<file path="config.mk">
export PLATFORM = sky130hd
export DESIGN_NAME = sound_gen
export DESIGN_NICKNAME = d
export VERILOG_FILES = /design/src/rtl/sound_gen.sv
export SDC_FILE = /design/constraint.sdc
export NUM_CORES = 1
export LEC_CHECK = 0
export BUFFER_PORTS_ARGS = -buffer_cell sky130_fd_sc_hd__buf_2
export CAP_MARGIN = 20
export CORE_ASPECT_RATIO = 0.7
export CORE_MARGIN = 4
export CORE_UTILIZATION = 50
export CTS_CLUSTER_SIZE = 24
export DETAILED_ROUTE_END_ITERATION = 7
export HOLD_SLACK_MARGIN = 0.03
export PLACE_DENSITY = 0.7
export SYNTH_ARGS = -nofsm -noshare
export SYNTH_HDL_FRONTEND = slang
export SYNTH_SLANG_ARGS = --single-unit
</file>
<file path="constraint.sdc">
create_clock -name Clk6 -period 5.5 [get_ports Clk6]
set_clock_uncertainty 0.15 [all_clocks]
set_input_delay 0.275 -clock Clk6 [delete_from_list [all_inputs] [get_ports Clk6]]
set_output_delay 0.275 -clock Clk6 [all_outputs]
set_load 0.05 [all_outputs]
</file>
<file path="src/rtl/sound_gen.sv">
// rtl/sound_gen.sv - Super Bug sound generator: motor tone, crash and skid noise, delta-sigma output
module sound_gen #(
    parameter int          PRESCALE    = 64,
    parameter logic [11:0] MOTOR_BASE  = 12'd8,
    parameter logic [11:0] MOTOR_STEP  = 12'd6,
    parameter int          DECAY_TICKS = 4096,
    parameter logic [3:0]  SKID_AMP    = 4'd10
) (
    input  logic       Clk6,
    input  logic       Reset_n,
    input  logic       Attract,
    input  logic       MotorSnd_n,
    input  logic       CrashSnd_n,
    input  logic       SkidSnd_n,
    input  logic [7:0] DBus,
    output logic [7:0] Audio_S,
    output logic       Audio_O
);

    localparam int PW = $clog2(PRESCALE);
    localparam int DW = (DECAY_TICKS > 1) ? $clog2(DECAY_TICKS) : 1;
    localparam logic [PW-1:0] PRESCALE_LAST = PW'(PRESCALE - 1);
    localparam logic [DW-1:0] DECAY_LAST    = DW'(DECAY_TICKS - 1);

    logic [2:0]    snd_cur;
    logic [2:0]    snd_prev;
    logic [2:0]    snd_wr;
    logic [PW-1:0] prescaler;
    logic          tick;
    logic          mix_en;
    logic [3:0]    motor_spd;
    logic [11:0]   motor_acc;
    logic [11:0]   motor_inc;
    logic [3:0]    crash_amp;
    logic [DW-1:0] decay_cnt;
    logic          skid_on;
    logic [15:0]   lfsr;
    logic          lfsr_fb;
    logic [3:0]    crash_lvl;
    logic [3:0]    skid_lvl;
    logic [5:0]    mix_sum;
    logic [7:0]    ds_acc;
    logic [8:0]    ds_next;

    // Strobe order in the history registers: {skid, crash, motor}
    always_ff @(posedge Clk6 or negedge Reset_n) begin
        if (!Reset_n) begin
            snd_cur  <= 3'b111;
            snd_prev <= 3'b111;
        end else begin
            snd_cur  <= {SkidSnd_n, CrashSnd_n, MotorSnd_n};
            snd_prev <= snd_cur;
        end
    end

    assign snd_wr = snd_prev & ~snd_cur;

    always_ff @(posedge Clk6 or negedge Reset_n) begin
        if (!Reset_n) begin
            prescaler <= '0;
        end else if (tick) begin
            prescaler <= '0;
        end else begin
            prescaler <= prescaler + 1'b1;
        end
    end

    assign tick      = (prescaler == PRESCALE_LAST);
    assign motor_inc = MOTOR_BASE + MOTOR_STEP * {8'd0, motor_spd};
    assign lfsr_fb   = lfsr[15] ^ lfsr[13] ^ lfsr[12] ^ lfsr[10];

    always_ff @(posedge Clk6 or negedge Reset_n) begin
        if (!Reset_n) begin
            motor_spd <= 4'd0;
            motor_acc <= 12'd0;
            lfsr      <= 16'hACE1;
        end else begin
            if (snd_wr[0]) begin
                motor_spd <= DBus[3:0];
            end
            if (tick) begin
                motor_acc <= motor_acc + motor_inc;
                lfsr      <= {lfsr[14:0], lfsr_fb};
            end
        end
    end

    // A crash write takes priority over a decay step landing in the same cycle
    always_ff @(posedge Clk6 or negedge Reset_n) begin
        if (!Reset_n) begin
            crash_amp <= 4'd0;
            decay_cnt <= '0;
            skid_on   <= 1'b0;
        end else if (Attract) begin
            crash_amp <= 4'd0;
            decay_cnt <= '0;
            skid_on   <= 1'b0;
        end else begin
            if (snd_wr[1]) begin
                crash_amp <= DBus[7:4];
                decay_cnt <= '0;
            end else if (tick && crash_amp != 4'd0) begin
                if (decay_cnt == DECAY_LAST) begin
                    decay_cnt <= '0;
                    crash_amp <= crash_amp - 4'd1;
                end else begin
                    decay_cnt <= decay_cnt + 1'b1;
                end
            end
            if (snd_wr[2]) begin
                skid_on <= DBus[7];
            end
        end
    end

    assign crash_lvl = lfsr[0] ? crash_amp : 4'd0;
    assign skid_lvl  = (skid_on && lfsr[3]) ? SKID_AMP : 4'd0;
    assign mix_sum   = {2'b00, motor_acc[11:8]} + {2'b00, crash_lvl} + {2'b00, skid_lvl};

    // Mixer samples one cycle after the tick so it sees the post-tick voice state
    always_ff @(posedge Clk6 or negedge Reset_n) begin
        if (!Reset_n) begin
            mix_en  <= 1'b0;
            Audio_S <= 8'd0;
        end else begin
            mix_en <= tick;
            if (mix_en) begin
                Audio_S <= Attract ? 8'd0 : {mix_sum, 2'b00};
            end
        end
    end

    assign ds_next = {1'b0, ds_acc} + {1'b0, Audio_S};

    always_ff @(posedge Clk6 or negedge Reset_n) begin
        if (!Reset_n) begin
            ds_acc  <= 8'd0;
            Audio_O <= 1'b0;
        end else begin
            ds_acc  <= ds_next[7:0];
            Audio_O <= ds_next[8];
        end
    end

endmodule

</file>
# Word-level counts from Yosys, hierarchy flattened

Index checks and enable logic that the tools add are counted.

Input port bits: 14
Output and inout port bits: 9
Register bits after elaboration: 79

Multiply operators: 1
Add/sub/neg operators: 8
Bitwise logic cells: 5
Muxes and demuxes: 14
Eq/ne operators: 2
Reduce and logical (&&, ||, !) cells: 7

Operator list:

| cell                  | count |
|---|---|
| $mux 12               | 4 |
| $mux 4                | 6 |
| $add 12x1->12 const B | 1 |
| $add 12x8->12         | 1 |
| $eq 12x12->1 const B  | 1 |
| $add 8x8->9           | 1 |
| $add 4x7->8 const A   | 1 |
| $mux 8                | 1 |
| $add 5x4->6           | 1 |
| $add 6x1->6 const B   | 1 |
| $eq 6x6->1 const B    | 1 |
| $mul 2x4->6 const A   | 1 |
| $mux 6                | 1 |
| $reduce_bool 3->1     | 2 |
| $add 4x4->5           | 1 |
| $reduce_bool 4->1     | 1 |
| $sub 4x1->4 const B   | 1 |
| $and 3x3->3           | 1 |
| $not 3->3             | 1 |
| $xor 1x1->1           | 3 |
| $logic_and 1x1->1     | 2 |
| $mux 1                | 2 |
| $reduce_and 2->1      | 1 |
| $reduce_bool 2->1     | 1 |

# Longest topological paths before layout

Word-level depth: 5
Gate-level depth with buffers: 12
Mapped depth without buffers: 12

# Worst setup path before layout

OpenSTA, ideal clock, no wires.

Path type: reg-to-reg
Start point: register motor_spd[1]
End point: register motor_acc[8]
Clock period less this slack: 3.019 ns
Data arrival time: 2.788 ns
Setup slack: 2.481 ns
Stages on the path, launching flop included: 12
Data required time: 5.270 ns
Library setup time: 0.080 ns
Path through: dfrtp_1 -> ha_1 -> fa_1 -> inv_1 -> ha_1 -> inv_1 -> fa_1 -> a21o_1 -> a21oi_1 -> nor2b_1 -> o311ai_0 -> xnor2_1

Cells in the longest elaborated chain, start to end: 3

RTL lines:

| item                   | line | RTL |
|---|---|---|
| start, declared        | 31   | `logic [3:0] motor_spd;` |
| start signal, assigned | 79   | `motor_spd <= DBus[3:0];` |
| $mul 2x4->6            | 69   | `assign motor_inc = MOTOR_BASE + MOTOR_STEP * {8'd0, motor_spd};` |
| $add 4x7->8            | 69   |  |
| $add 12x8->12          | 82   | `motor_acc <= motor_acc + motor_inc;` |
| end signal, assigned   | 82   |  |
| end, declared          | 32   | `logic [11:0] motor_acc;` |

No other way between the ends.
A chain may end at the register's enable or synchronous reset.

# Worst setup path in the final report

Same ends and word-level chain as after synthesis.

==> out/results.txt <==
Clk slew on worst S/H paths - 80 ps
Top cell type's share of synthesized area - 39.0%
Peak Freq - 297 MHz
Synth Area in XOR/XNOR - 7.73%
Clock latency on the worst-skew pair - 350 ps
Fin crit share - 61.1%
Post-synthesis cell type count - 45
Final WL - 6.55 mm
Core footprint - 7380 sq um
CTS max path bufs - 2
Hold endpoint - crash_amp[0]
Die area - 9200 sq um
Post-synthesis compound-gate area fraction - 8.08%
WHS Path Cells - 3
Die extent in x - 113 um
Post-synthesis sequential area ratio - 48.5%
Multiplexer share of the synthesized area - 2.40%
Synth Register Bits - 74
DR DRC count - 0
Asr flop ratio synth - 100%
R2R Path Start - motor_spd[1]
Synth warn - 0
Maximum VDD drop - 0.115 mV
Commonest non-fill, non-tap cell in the layout - nand2_1
Largest family of logic cells by synthesized area - simple AND/OR/NAND/NOR gates
LEAKAGE - 0.00215 uW
CTS tree - yes
Vias - 2513
Endpoint type of the worst setup path - register
Final Max Slew Viols - 0
Initial Utilization - 52.2%
Crit path max fanout - 4
Outcome - finished clean
Final WS setup - 2140 ps
Fin nets - 450
CTS root buf - clkbuf_8
Non-Filler Instances - 502
Antenna violations before repair - 0
IO Count - 23
Hold WC Path Type - in2reg
Share of cells above drive strength 1 - 15.8%
Actual slew at the worst max-slew pin - 920 ps
Synth area leader - dfrtp_1
Mapped Cells - 369
Critical path class - reg2reg
Hold_ws - 48.5 ps
Area share of fa/ha/maj cells after synthesis - 13.2%
Vias in the first global route - 2591
Final hold viol count - 0
Placed insts - 478
Fill count - 610
Final TNS setup - 0 ps
Area grow syn2layout - 13.1%
Post-synth EDFFs - 0
Top FF cell, synth - dfrtp_1
Area contributors post-synth - dfrtp_1 39%, ha_1 10%, dfstp_2 9.5%
Slew headroom - 38.6%
Simple-Gate Fraction of Synth Area - 16.5%
Reg2reg path depth - 11
GPL Wtd Cong - 0.804
CP Data Arrival Time - 3490 ps
Power per cell area - 278 nW/um^2
Post-Synthesis Cell Area - 3850 sq um
FF-to-FF End - motor_acc[8]
DRT iter0 DRCs - 96
All-Layer GR Usage - 16.1%
Die span in y - 81.5 um
IO Port Bufs - 20
CTS Sinks - 74
Post-synthesis average cell area - 10.4 sq um
Most frequent cells in the layout - 62 x nand2_1, 60 x dfrtp_1, 31 x ha_1
DP HPWL - 4.44 mm
TritonCTS Buffers - 9
CTS H-tree lvls - 3
Startpoint Class - register
First-pass GRT wire length - 11.8 mm
Diodes inserted - 0
Setup WS pre-CTS - 2240 ps
RSZ-0062 raised after global routing - false
Hold Path Origin - DBus[4]
Wirelength per Cell - 13.1 um
Max Cap Viol - 0
Core Rows - 26
Via density per instance - 5.01
Total gr overflow - 0
Largest net degree at the start of global routing - 75
Reg-to-reg setup timing slack - 2140 ps
DRT antenna net count - 0
Tmin final - 3360 ps
Final setup fails - 0
Drt first pass iters - 4
Crit path required time - 5630 ps
state kept, by name, summed over array words and instances, names as in the netlist:
| signal | count |
|---|---|
| motor_acc | 11 |
| Audio_O | 1 |
| ds_acc | 6 |
| mix_en | 1 |
| snd_cur | 3 |
| decay_cnt | 12 |
| skid_on | 1 |
| Audio_S | 6 |
| snd_prev | 3 |
| lfsr | 16 |
| crash_amp | 4 |
| prescaler | 6 |
| motor_spd | 4 |
area by class of cell:
type                       count  area [sq um]  share of cell area, %
inverter                      23          86.3                   1.98
clock buffer                  10           128                   2.93
multi-input combinational    262          1850                   42.5
clock inverter                 6           114                   2.61
timing repair buffer          29           188                   4.31
sequential                    74          1870                   42.9
tap                           98           123                   2.81
routing by layer:
metal	global-route usage (%)	share of wire [%]	wire length, um
met2	24.8	44	2870
met5	0	0	0
met3	4.42	4.0	261
met4	7.20	1.5	101
met1	21.7	51	3320
critical path, stage by stage, from the launching register on:
cell      delay (ps)
dfrtp_1          430
ha_1             230
fa_1             480
inv_1             40
ha_1             260
inv_1             60
fa_1             460
a21o_1           180
a21oi_1          250
nor2b_1          120
o311ai_0         450
xnor2_1          170
repair_timing:
action	4_1_cts	5_1_grt
hold buffers	8	0
resized for setup	0	0
buffers inserted	0	0
endpoints found under the hold margin	30	0
stage by stage:
step           total power [uW]  area [sq um]  util [%]
2_1_floorplan               667          3860         -
3_3_place_gp                699          4040      54.7
3_5_place_dp                705          4040      54.7
4_1_cts                    1230          4360      59.0
5_1_grt                    1260          4360      59.0
6_report                   1210          4360      59.0
how the worst max path moves through the flow:
stage / start / endpoint / slack (ps)
after global routing: motor_spd[1] / motor_acc[8] / 2000
after CTS: motor_spd[1] / motor_acc[8] / 2120
final: motor_spd[1] / motor_acc[8] / 2140
after floorplan: motor_spd[1] / motor_acc[8] / 2480
after detailed placement: motor_spd[1] / motor_acc[8] / 2240
after global placement: motor_spd[1] / motor_acc[10] / 2390
Yosys cell counts, types with 3 or more instances:
master / instances
nand2b_1: 3
and2_1: 6
nand3b_1: 3
nor2b_1: 4
nand3_1: 12
and3_1: 3
nor2_1: 26
a211oi_1: 7
a21oi_1: 11
a21o_1: 7
nor3_1: 3
nand2_1: 62
fa_1: 6
xnor2_1: 23
ha_1: 31
o21ai_0: 12
dfrtp_1: 60
mux2_2: 6
inv_1: 23
dfstp_2: 14
clkbuf_1: 7
xor2_1: 11
cells by family after synthesis:
| logic type | after synthesis |
|---|---|
| AOI/OAI and AO/OA | 48 |
| xor gates and xnor gates | 34 |
| adders and majority gates | 37 |
| buffers and inverters | 34 |
| DFF | 74 |
| muxes | 8 |
| other | 1 |
| and+or+nand+nor | 133 |
power by group:
| part | switching, uW | internal, uW | leakage, uW |
|---|---|---|---|
| clock | 210 | 303 | 0.000113 |
| sequential | 7.96 | 554 | 0.000924 |
| combinational | 77.6 | 58.8 | 0.00111 |
| total | 296 | 916 | 0.00215 |
Note: power is estimated with default switching activity, not from simulation.
